## src/rtl/serial_pattern_tx_pkg.sv

```systemverilog
// Shared definitions for the serial pattern transmitter.
//   state_e    : FSM state encoding (fixed 2-bit)
//   PW_DEF     : default maximum pattern width
//   RW_DEF     : default repeat-count width
//   clamp_len  : maps a requested length of 0 or >pw to pw
package serial_pattern_tx_pkg;

    localparam int PW_DEF = 8;
    localparam int RW_DEF = 4;

    typedef enum logic [1:0] {
        IDLE  = 2'b00,
        SHIFT = 2'b01,
        PAR   = 2'b10,
        DONE  = 2'b11
    } state_e;

    function automatic int clamp_len(input int len, input int pw);
        return ((len == 0) || (len > pw)) ? pw : len;
    endfunction

endpackage

```

## src/rtl/serial_pattern_tx_shreg.sv

```systemverilog
// Loadable MSB-first shift register. A load places pat_i[len_i-1] at the MSB,
// so the bit on msb_o is always the one currently being transmitted.
//   clk, rst  : clock, synchronous active-high reset (clears the register)
//   clr_i     : clear to zero (highest priority)
//   load_i    : len-aligned load of pat_i
//   shift_i   : shift left by one, zero fill
//   pat_i     : value to load
//   len_i     : number of meaningful low bits in pat_i (1..PW)
//   msb_o     : current MSB
module serial_pattern_tx_shreg
    import serial_pattern_tx_pkg::*;
#(
    parameter int PW = PW_DEF
) (
    input  logic                  clk,
    input  logic                  rst,
    input  logic                  clr_i,
    input  logic                  load_i,
    input  logic                  shift_i,
    input  logic [PW-1:0]         pat_i,
    input  logic [$clog2(PW):0]   len_i,
    output logic                  msb_o
);

    logic [PW-1:0] sh_q, sh_d;

    always_comb begin
        sh_d = sh_q;
        if (clr_i) begin
            sh_d = '0;
        end else if (load_i) begin
            // Align so that bit len-1 lands in the MSB; bits below the
            // frame are zero and never reach the output.
            sh_d = pat_i << (PW - int'(len_i));
        end else if (shift_i) begin
            sh_d = {sh_q[PW-2:0], 1'b0};
        end
    end

    always_ff @(posedge clk) begin
        if (rst) begin
            sh_q <= '0;
        end else begin
            sh_q <= sh_d;
        end
    end

    assign msb_o = sh_q[PW-1];

endmodule

```

## src/rtl/serial_pattern_tx.sv

```systemverilog
// Serial pattern transmitter. Captures pat/len/rep on start&ready and sends
// (rep+1) frames of len bits, MSB-first, one bit per clock.
// Optional feature macro: SERIAL_PATTERN_TX_PARITY_EN appends one even-parity
// cycle after every frame (ports are identical in both builds).
//   clk, rst   : clock, synchronous active-high reset
//   start      : transfer request, sampled only while ready=1
//   pat        : pattern; pat[len-1] is sent first
//   len        : bits per frame; 0 or >PW means PW
//   rep        : extra repetitions (frames = rep+1)
//   ready      : high only in IDLE
//   out        : serial data, 0 whenever out_valid=0
//   out_valid  : high on every stream-bit cycle
//   done       : one-cycle pulse after the final bit
//
// state | meaning
// IDLE  | waiting for start, ready=1
// SHIFT | sending frame bits
// PAR   | sending the frame's parity bit (parity build only)
// DONE  | done pulse, then back to IDLE
module serial_pattern_tx
    import serial_pattern_tx_pkg::*;
#(
    parameter int PW = PW_DEF,
    parameter int RW = RW_DEF
) (
    input  logic                  clk,
    input  logic                  rst,
    input  logic                  start,
    input  logic [PW-1:0]         pat,
    input  logic [$clog2(PW):0]   len,
    input  logic [RW-1:0]         rep,
    output logic                  ready,
    output logic                  out,
    output logic                  out_valid,
    output logic                  done
);

    localparam int LW = $clog2(PW) + 1;

    state_e          state_q, state_d;
    logic [PW-1:0]   pat_q, pat_d;
    logic [LW-1:0]   len_q, len_d;
    logic [LW-1:0]   bit_q, bit_d;
    logic [RW-1:0]   frame_q, frame_d;
    logic            out_valid_q, out_valid_d;
    logic            done_q, done_d;
    logic            ready_q, ready_d;

    logic            sh_clr, sh_load, sh_shift;
    logic [PW-1:0]   ld_pat;
    logic [LW-1:0]   ld_len;
    logic [LW-1:0]   len_c;
    logic            frame_end;

    assign len_c = LW'(clamp_len(int'(len), PW));

`ifdef SERIAL_PATTERN_TX_PARITY_EN
    logic par;
    // Mask off bits above the frame; with len=PW the shift wraps to 0 and
    // the subtraction yields all ones, which is the desired mask.
    assign par = ^(pat_q & ((PW'(1) << len_q) - PW'(1)));
`endif

    always_comb begin
        state_d     = state_q;
        pat_d       = pat_q;
        len_d       = len_q;
        bit_d       = bit_q;
        frame_d     = frame_q;
        out_valid_d = 1'b0;
        done_d      = 1'b0;
        ready_d     = 1'b0;
        sh_clr      = 1'b0;
        sh_load     = 1'b0;
        sh_shift    = 1'b0;
        ld_pat      = pat_q;
        ld_len      = len_q;
        frame_end   = 1'b0;

        case (state_q)
            IDLE: begin
                if (start) begin
                    pat_d       = pat;
                    len_d       = len_c;
                    frame_d     = rep;
                    bit_d       = len_c - LW'(1);
                    ld_pat      = pat;
                    ld_len      = len_c;
                    sh_load     = 1'b1;
                    out_valid_d = 1'b1;
                    state_d     = SHIFT;
                end else begin
                    ready_d = 1'b1;
                end
            end
            SHIFT: begin
                if (bit_q != '0) begin
                    bit_d       = bit_q - LW'(1);
                    sh_shift    = 1'b1;
                    out_valid_d = 1'b1;
                end else begin
`ifdef SERIAL_PATTERN_TX_PARITY_EN
                    // Parity goes out through the shift register as a 1-bit frame.
                    ld_pat      = {{(PW-1){1'b0}}, par};
                    ld_len      = LW'(1);
                    sh_load     = 1'b1;
                    out_valid_d = 1'b1;
                    state_d     = PAR;
`else
                    frame_end   = 1'b1;
`endif
                end
            end
`ifdef SERIAL_PATTERN_TX_PARITY_EN
            PAR: begin
                frame_end = 1'b1;
            end
`endif
            DONE: begin
                ready_d = 1'b1;
                sh_clr  = 1'b1;
                state_d = IDLE;
            end
            default: begin
                ready_d = 1'b1;
                sh_clr  = 1'b1;
                state_d = IDLE;
            end
        endcase

        if (frame_end) begin
            if (frame_q != '0) begin
                frame_d     = frame_q - RW'(1);
                bit_d       = len_q - LW'(1);
                sh_load     = 1'b1;
                out_valid_d = 1'b1;
                state_d     = SHIFT;
            end else begin
                sh_clr  = 1'b1;
                done_d  = 1'b1;
                state_d = DONE;
            end
        end
    end

    always_ff @(posedge clk) begin
        if (rst) begin
            state_q     <= IDLE;
            pat_q       <= '0;
            len_q       <= '0;
            bit_q       <= '0;
            frame_q     <= '0;
            out_valid_q <= 1'b0;
            done_q      <= 1'b0;
            ready_q     <= 1'b1;
        end else begin
            state_q     <= state_d;
            pat_q       <= pat_d;
            len_q       <= len_d;
            bit_q       <= bit_d;
            frame_q     <= frame_d;
            out_valid_q <= out_valid_d;
            done_q      <= done_d;
            ready_q     <= ready_d;
        end
    end

    serial_pattern_tx_shreg #(.PW(PW)) u_shreg (
        .clk     (clk),
        .rst     (rst),
        .clr_i   (sh_clr),
        .load_i  (sh_load),
        .shift_i (sh_shift),
        .pat_i   (ld_pat),
        .len_i   (ld_len),
        .msb_o   (out)
    );

    assign out_valid = out_valid_q;
    assign done      = done_q;
    assign ready     = ready_q;

endmodule

```

## config.mk

```make
export PLATFORM = sky130hd
export DESIGN_NAME = serial_pattern_tx
export DESIGN_NICKNAME = d
export VERILOG_FILES = /design/src/rtl/serial_pattern_tx_pkg.sv /design/src/rtl/serial_pattern_tx_shreg.sv /design/src/rtl/serial_pattern_tx.sv
export SDC_FILE = /design/constraint.sdc
export NUM_CORES = 1
export LEC_CHECK = 0
export BUFFER_PORTS_ARGS = -buffer_cell sky130_fd_sc_hd__buf_4
export CAP_MARGIN = 20
export CORE_ASPECT_RATIO = 1.1
export CORE_MARGIN = 3
export CORE_UTILIZATION = 50
export DETAILED_ROUTE_END_ITERATION = 7
export GPL_ROUTABILITY_DRIVEN = 0
export PLACE_DENSITY = 0.76
export SLEW_MARGIN = 15
export SYNTH_ARGS = -nofsm -noshare
export SYNTH_HDL_FRONTEND = slang
export SYNTH_SLANG_ARGS = --single-unit
```

## constraint.sdc

```tcl
create_clock -name clk -period 6.1 [get_ports clk]
set_input_delay 0.61 -clock clk [delete_from_list [all_inputs] [get_ports clk]]
set_output_delay 0.61 -clock clk [all_outputs]
set_load 0.1 [all_outputs]
```

==> flow_summary.json, run 1 <==
{
  "worstPathArrival_ps": 3060,
  "crit_fanout": 18,
  "max-cap-violations": 0,
  "netlist_area_mm2": 0.00190,
  "hpwlAfterDp_mm": 2.96,
  "drive_above_1_share": 0.158,
  "rsz0062_at_grt": "false",
  "first_pass_iters": 4,
  "cts_resized": 0,
  "status": "finished clean",
  "power.density_mw_per_mm2": 328,
  "cts_tree": "built",
  "slew_violations": 0,
  "antenna_found_initial": 0,
  "final_cells": 295,
  "grt_pass1_vias": 1566,
  "async_flop_share": 0,
  "numCtsBuffers": 5,
  "setup_viol": 0,
  "ys_warn_count": 0,
  "wl_per_cell_um": 14.4,
  "period_share": 0.455,
  "ys_seq_area_frac": 0.348,
  "grt_max_degree": 37,
  "min_period_ps": 2780,
  "rows": 22,
  "fin_skew_ps": 10.9,
  "clockBufferDepth": 2,
  "vias_per_cell": 5.80,
  "ys_types": 37,
  "syn2layout_area_growth_pct": 15.3,
  "fin_nets": 270,
  "worstPathRequired_ps": 6380,
  "design_power_total_uw": 718,
  "ys_seq_elements": 33,
  "fmax_mhz": 360,
  "cts_hold_buf": 0,
  "drc": 0,
  "start_kind": "register",
  "dieArea_mm2": 0.00458,
  "dp.cells": 287,
  "vias": 1710,
  "globalRoute.totalOverflow": 0,
  "worst_pin_slew_ps": 926,
  "synthesis.nets": 253,
  "hold_viol": 0,
  "initial_utilization": 0.543,
  "reg2reg_depth": 9,
  "ir_drop_mv": 0.206,
  "die_w_um": 64.8,
  "diodes": 0,
  "synth_edf_count": 0,
  "clock_sinks": 33,
  "grt_pass1_wl_mm": 7.24,
  "drt_wl_total_mm": 4.24,
  "worstSkewPairLatency_ps": 340,
  "synthFlopType": "dfxtp_1",
  "timing.hold.ws_ps": 470,
  "synthTopCellsByArea": "dfxtp_1, mux2i_1, a21oi_1",
  "finalSetupTns_ps": 0,
  "io_pins": 23,
  "nFillCells": 330,
  "yosys.area.top_type_share": 0.348,
  "clk_pin_slew_ps": 110,
  "drtIter0Drc": 88,
  "relSlewSlack": 0.379,
  "grt_util_all_layers": 0.201,
  "post_cts_buffers": 0,
  "utilization": 0.626,
  "port_buffers": 22,
  "fp.dieH_um": 70.6,
  "postRouteAntennaNets": 0,
  "cp-end-kind": "register",
  "p_leak_nw": 0.894,
  "core_area_mm2": 0.00350,
  "hp-class": "reg -> reg",
  "avgSynthCellArea_um2": 8.29,
  "synth_top_area_cell": "dfxtp_1",
  "syn-instance-count": 229,
  "root_buffer": "clkbuf_4",
  "worstHoldPathCells": 2,
  "setup.worst_path.class": "reg -> reg",
  "h-tree-depth": 2
}
area by class of cell:
type                    count  area (um2)  share of cell area
flip-flops and latches     33         661               0.302
clock inverters             3        65.1              0.0297
clock buffers               5        37.5              0.0171
well taps                  48        60.1              0.0274
inverters                   9        33.8              0.0154
repair buffers             23         173              0.0789
multi-input cells         174        1160               0.530
per-stage QoR:
| step | setup slack [ps] | area [um2] |
|---|---|---|
| 2_1_floorplan | 3480 | 1900 |
| 3_3_place_gp | 3220 | 2080 |
| 6_report | 3320 | 2190 |
| 3_5_place_dp | 3150 | 2080 |
| 5_1_grt | 3080 | 2190 |
| 4_1_cts | 3270 | 2180 |
critical path: stages (launching register included):
cell     delay, ps
dfxtp_1        500
nor2_1          90
nand2_1        460
nor2_1         130
a21oi_1        220
ha_1           320
xnor2_4        200
nand2_1        140
or4b_1         500
a21oi_1        160
kinds of logic after synthesis:
kind of cell | share of synthesized area
DFF | 0.348
muxes | 0.0942
and+or+nand+nor | 0.205
buffers and inverters | 0.0441
adders and majority gates | 0.0329
AOI/OAI and AO/OA | 0.243
xor gates and xnor gates | 0.0329
sequential cells by signal, summed over array words and instances (netlist names):
| name | cells |
|---|---|
| done | 1 |
| out_valid | 1 |
| ready | 1 |
| state_q | 2 |
| pat_q | 8 |
| len_q | 4 |
| frame_q | 4 |
| u_shreg.sh_q | 8 |
| bit_q | 4 |
report_power, final:
part | switching [mW] | total [mW] | internal (mW)
Combinational | 0.146 | 0.243 | 0.0972
Sequential | 0.0223 | 0.268 | 0.246
Clock | 0.0795 | 0.206 | 0.127
Total | 0.248 | 0.718 | 0.470
cells in the mapped netlist, types with 5 or more instances:
library cell  count
a211oi_1         13
a21oi_1          21
clkbuf_1         12
dfxtp_1          33
ha_1              5
inv_1             9
mux2i_1          13
nand2_1          26
nor2_1           20
nor2b_1           9
nor3_1            5
o21ai_0          19
placed cells by master (no fill, tap or decap), drive strengths merged, types with 3 or more instances in the layout:
cell type and n:
nor3b 3, buf 23, a211oi 13, nand3 4
dfxtp 33, nor2 20, nor2b 9, nand2b 4
a221oi 4, clkbuf 5, a21oi 21, ha 5
xor2 3, o21a 4, nand2 26, o21ai 19
nor3 5, inv 9, mux2i 13
worst paths after layout:
check	from	end	slack (ps)
hold reg to reg	u_shreg.sh_q[0]$_SDFFE_PP0P_	u_shreg.sh_q[0]$_SDFFE_PP0P_	470
setup / recovery	state_q[1]$_SDFFE_PP0P_	u_shreg.sh_q[1]$_SDFFE_PP0P_	3320
hold / removal	u_shreg.sh_q[0]$_SDFFE_PP0P_	u_shreg.sh_q[0]$_SDFFE_PP0P_	470
setup reg to reg	state_q[1]$_SDFFE_PP0P_	u_shreg.sh_q[1]$_SDFFE_PP0P_	3320
metal layers:
metal,up-vias,GRT usage,wire length (um)
met5,-,0,0
met4,0,0.0869,108
met3,11,0.0540,186
met2,43,0.316,2020
met1,796,0.257,1930
li1,860,-,-
No activity file was read; power rests on OpenSTA's default activity.
==> run 2, diff against run 1 <==
- clock period: 6.1 -> 2.7 ns (I/O delays scaled with it)
==> flow_summary.json, run 2 (synthesis gave the netlist of run 1 again) <==
{
  "fmax_mhz": 407,
  "clk_pin_slew_ps": 100,
  "grt_pass1_vias": 1615,
  "p_seq_frac": 0.383,
  "multi_input_area_mm2": 0.00115,
  "rows": 22,
  "start_kind": "register",
  "cellInternalPower_mw": 1.01,
  "dieArea_mm2": 0.00458,
  "syn2layout_area_growth_pct": 16.9,
  "hp-class": "in -> reg",
  "numCtsBuffers": 5,
  "nFillCells": 318,
  "final_common_cell": "dfxtp_1",
  "cts_tree": "built",
  "initial_utilization": 0.543,
  "drtIter0Drc": 82,
  "diodes": 0,
  "grt_pass1_wl_mm": 7.14,
  "hpwlAfterDp_mm": 2.98,
  "final_cell_mix": "dfxtp_1, buf_4, nand2_1, a21oi_1, nor2_1",
  "reg_top3": "pat_q: 8 flops, u_shreg.sh_q: 8 flops",
  "cp-end-kind": "register",
  "swShare": 0.357,
  "globalRoute.totalOverflow": 0,
  "cts_hold_buf": 0,
  "vias_per_cell": 5.70,
  "post_cts_buffers": 0,
  "io_pins": 23,
  "design_power_total_mw": 1.57,
  "rsz0062_at_grt": "false",
  "crit_fanout": 5,
  "relSlewSlack": 0.609,
  "p_switching_uw": 562,
  "drt_wl_total_mm": 4.22,
  "slowest_delay_ps": 480,
  "antenna_found_initial": 0,
  "status": "finished clean",
  "die_w_um": 64.8,
  "drc": 0,
  "slew_violations": 0,
  "slowest_stage": "or4b_1",
  "wl_per_cell_um": 14.0,
  "worstPathArrival_ps": 2750,
  "fin_nets": 277,
  "p_leak_nw": 0.917,
  "cpLargestDelayFamily": "simple AND/OR/NAND/NOR gates",
  "timing.hold.ws_ps": 165,
  "setup_viol": 0,
  "max-cap-violations": 0,
  "root_buffer": "clkbuf_4",
  "worstPathRequired_ps": 2990,
  "worstSkewPairLatency_ps": 350,
  "min_period_ps": 2460,
  "cts_resized": 0,
  "period_share": 0.911,
  "finalSetupTns_ps": 0,
  "setup.worst_path.class": "reg -> reg",
  "grt_util_all_layers": 0.195,
  "clock_sinks": 33,
  "worst_pin_slew_ps": 570,
  "power.density_mw_per_mm2": 708,
  "drive_above_1_share": 0.173,
  "postRouteAntennaNets": 0,
  "h-tree-depth": 2,
  "vias": 1722,
  "grt_max_degree": 36,
  "cp_num_buf_inv": 1,
  "fp.dieH_um": 70.6,
  "first_pass_iters": 4,
  "register_area_um2": 661,
  "p_clk_frac": 0.254,
  "fin_skew_ps": 3.39,
  "comb_power_share": 0.363,
  "port_buffers": 22,
  "hold_viol": 0,
  "cp_cell_sequence": "inv_1 -> ha_1 -> or3b_4 -> or3_4 -> o21ai_0 -> nand2_1 -> or4b_1 -> a21oi_1",
  "clockBufferDepth": 2,
  "core_area_mm2": 0.00350,
  "ir_drop_mv": 0.429
}
[run 2: changes by cell type in the layout (fill, tap and decap cells not counted), sizes merged]
cell,delta
clkbuf,+2
buf,+7
bufinv,-1
clkinv,-1
[run 2: through the flow]
stage | setup slack (ps) | area [um2] | instances | utilization
detailed placement | 273 | 2130 | 294 | 0.611
global route | 44.5 | 2220 | 302 | 0.635
floorplan | 232 | 1900 | 229 | -
global placement | 332 | 2130 | 294 | 0.611
finish | 241 | 2220 | 302 | 0.635
CTS | 246 | 2220 | 302 | 0.635
[run 2: power by group through the flow]
stage | Clock (mW) | Sequential, mW | Combinational (mW)
2_1_floorplan | 0 | 0.666 | 0.370
3_3_place_gp | 0 | 0.610 | 0.555
3_5_place_dp | 0 | 0.612 | 0.565
4_1_cts | 0.403 | 0.601 | 0.570
5_1_grt | 0.424 | 0.611 | 0.631
6_report | 0.400 | 0.602 | 0.570
[run 2: worst paths after layout]
| path | slack, ps | to | cells past startpoint | start |
|---|---|---|---|---|
| setup / recovery | 240 | u_shreg.sh_q[1]$_SDFFE_PP0P_ | 8 | bit_q[0]$_SDFF_PP0_ |
| hold / removal | 160 | pat_q[7]$_SDFF_PP0_ | 3 | pat[7] |
| setup reg to reg | 240 | u_shreg.sh_q[1]$_SDFFE_PP0P_ | 8 | bit_q[0]$_SDFF_PP0_ |
| hold reg to reg | 470 | pat_q[4]$_SDFF_PP0_ | 2 | pat_q[4]$_SDFF_PP0_ |
[run 2: area by class of cell]
type	count	area share
repair buffers	30	0.101
multi-input cells	174	0.520
clock buffers	7	0.0248
flip-flops and latches	33	0.298
well taps	48	0.0271
inverters	9	0.0152
clock inverters	1	0.0135
[run 2: routing by layer]
| metal | vias to the layer above | global-route usage | part of all wire |
|---|---|---|---|
| met5 | - | 0 | 0 |
| met4 | 0 | 0.0986 | 0.018 |
| met3 | 10 | 0.0571 | 0.053 |
| met2 | 43 | 0.306 | 0.46 |
| met1 | 791 | 0.243 | 0.47 |
| li1 | 878 | - | - |
[run 2: worst reg2reg max path, cell delays in order, from the launching register on]
cell and delay (ps):
dfxtp_1 350, inv_1 60, ha_1 160, or3b_4 400
or3_4 410, o21ai_0 270, nand2_1 130, or4b_1 480
a21oi_1 140
==> run 3, diff against run 2 <==
- CELL_PAD_IN_SITES_DETAIL_PLACEMENT: not set -> 0
- CELL_PAD_IN_SITES_GLOBAL_PLACEMENT: not set -> 2
- CORE_UTILIZATION: 50 -> 34
- PLACE_DENSITY: 0.76 -> 0.84
==> flow_summary.json, run 3 (synthesis gave the netlist of run 1 again) <==
{
  "cts_resized": 0,
  "vias": 1678,
  "relSlewSlack": 0.619,
  "diodes": 0,
  "setup.worst_path.class": "reg -> reg",
  "reg2reg_to": "u_shreg.sh_q[1]$_SDFFE_PP0P_",
  "finalSetupTns_ps": 0,
  "fp.dieH_um": 84.4,
  "p_leak_nw": 0.912,
  "cp-startpoint": "bit_q[0]$_SDFF_PP0_",
  "clockBufferDepth": 2,
  "power.density_mw_per_mm2": 679,
  "fmax_mhz": 405,
  "worstSkewPairLatency_ps": 280,
  "start_kind": "register",
  "dieArea_mm2": 0.00652,
  "ir_drop_mv": 0.259,
  "grt_pass1_wl_mm": 7.40,
  "die_w_um": 77.3,
  "clock_sinks": 33,
  "min_period_ps": 2470,
  "vias_per_cell": 5.15,
  "io_pins": 23,
  "postRouteAntennaNets": 0,
  "rsz0062_at_grt": "false",
  "port_buffers": 22,
  "setup_viol": 0,
  "max-cap-violations": 0,
  "rows": 27,
  "cts_hold_buf": 0,
  "cp-end-kind": "register",
  "post_cts_buffers": 0,
  "h-tree-depth": 2,
  "grt_pass1_vias": 1586,
  "status": "finished clean",
  "drtIter0Drc": 75,
  "hold_viol": 0,
  "worstPathRequired_ps": 2910,
  "crit_fanout": 5,
  "slew_violations": 0,
  "globalRoute.totalOverflow": 0,
  "worstPathArrival_ps": 2680,
  "numCtsBuffers": 5,
  "cts_tree": "built",
  "final_common_cell": "dfxtp_1",
  "core_area_mm2": 0.00520,
  "drc": 0,
  "reg_top3": "pat_q: 8 flops, u_shreg.sh_q: 8 flops",
  "drive_above_1_share": 0.165,
  "grt_max_degree": 36,
  "antenna_found_initial": 0,
  "root_buffer": "clkbuf_8",
  "hp-class": "in -> reg",
  "crit_end": "u_shreg.sh_q[1]$_SDFFE_PP0P_",
  "final_cell_mix": "dfxtp_1, buf_4, nand2_1, a21oi_1, nor2_1",
  "worst_pin_slew_ps": 556,
  "timing.hold.ws_ps": 233,
  "period_share": 0.914,
  "slowest_delay_ps": 480,
  "clk_pin_slew_ps": 70,
  "fin_skew_ps": 6.22,
  "grt_util_all_layers": 0.138,
  "first_pass_iters": 4,
  "hpwlAfterDp_mm": 3.14,
  "wl_per_cell_um": 13.3,
  "drt_wl_total_mm": 4.33,
  "syn2layout_area_growth_pct": 18.2,
  "r2r_slack_ps": 230,
  "r2r-start": "bit_q[0]$_SDFF_PP0_",
  "cp_cell_sequence": "inv_1 -> ha_1 -> or3b_4 -> or3_4 -> o21ai_0 -> nand2_1 -> or4b_1 -> a21oi_1",
  "slowest_stage": "or4b_1",
  "initial_utilization": 0.365,
  "reg2reg_depth": 8,
  "fin_nets": 277
}
## run 3: worst min path at each step
stage,from,endpoint,slack [ps],cells after the start
finish,rep[0],frame_q[0]$_SDFF_PP0_,230,3
global route,pat[3],pat_q[3]$_SDFF_PP0_,250,3
CTS,rep[0],frame_q[0]$_SDFF_PP0_,230,3
detailed placement,pat_q[7]$_SDFF_PP0_,pat_q[7]$_SDFF_PP0_,450,2
global placement,u_shreg.sh_q[0]$_SDFFE_PP0P_,u_shreg.sh_q[0]$_SDFFE_PP0P_,450,2
floorplan,pat[7],pat_q[7]$_SDFF_PP0_,410,2
## run 3: power breakdown
part	switching [mW]	internal [mW]	leakage [nW]
clock network	0.176	0.183	0.0395
logic	0.333	0.234	0.601
registers	0.0435	0.555	0.271
total	0.552	0.972	0.912
## run 3: layout make-up
cell class                      count  area [um2]
Inverter                            9        33.8
Timing Repair Buffer               30         225
Fill cell                         560        2960
Clock buffer                        8        80.1
Multi-Input combinational cell    174        1150
Tap cell                           72        90.1
Sequential cell                    33         661
## run 3: metrics by stage
| step | cells | util | setup WS [ps] | instance area (um2) | power, mW |
|---|---|---|---|---|---|
| 5_1_grt | 326 | 0.431 | 23.5 | 2240 | 1.64 |
| 2_1_floorplan | 229 | - | 232 | 1900 | 1.04 |
| 4_1_cts | 326 | 0.431 | 225 | 2240 | 1.54 |
| 3_3_place_gp | 318 | 0.416 | 291 | 2160 | 1.18 |
| 3_5_place_dp | 318 | 0.416 | 259 | 2160 | 1.18 |
| 6_report | 326 | 0.431 | 234 | 2240 | 1.52 |
## run 3: critical path, delay by kind of cell, from the launching register on
family / cells / cell delay [ps]
AND/OR/NAND/NOR: 4 / 1420
AO/OA/AOI/OAI: 2 / 420
flip-flops: 1 / 330
adder cells (fa/ha/maj): 1 / 170
buffers and inverters: 1 / 60
## run 3: metal layers
metal,wire length (um),GRT usage,vias up
met5,0,0,-
met4,48,0.0485,0
met3,175,0.0247,5
met2,1860,0.221,37
met1,2250,0.186,757
li1,-,-,879
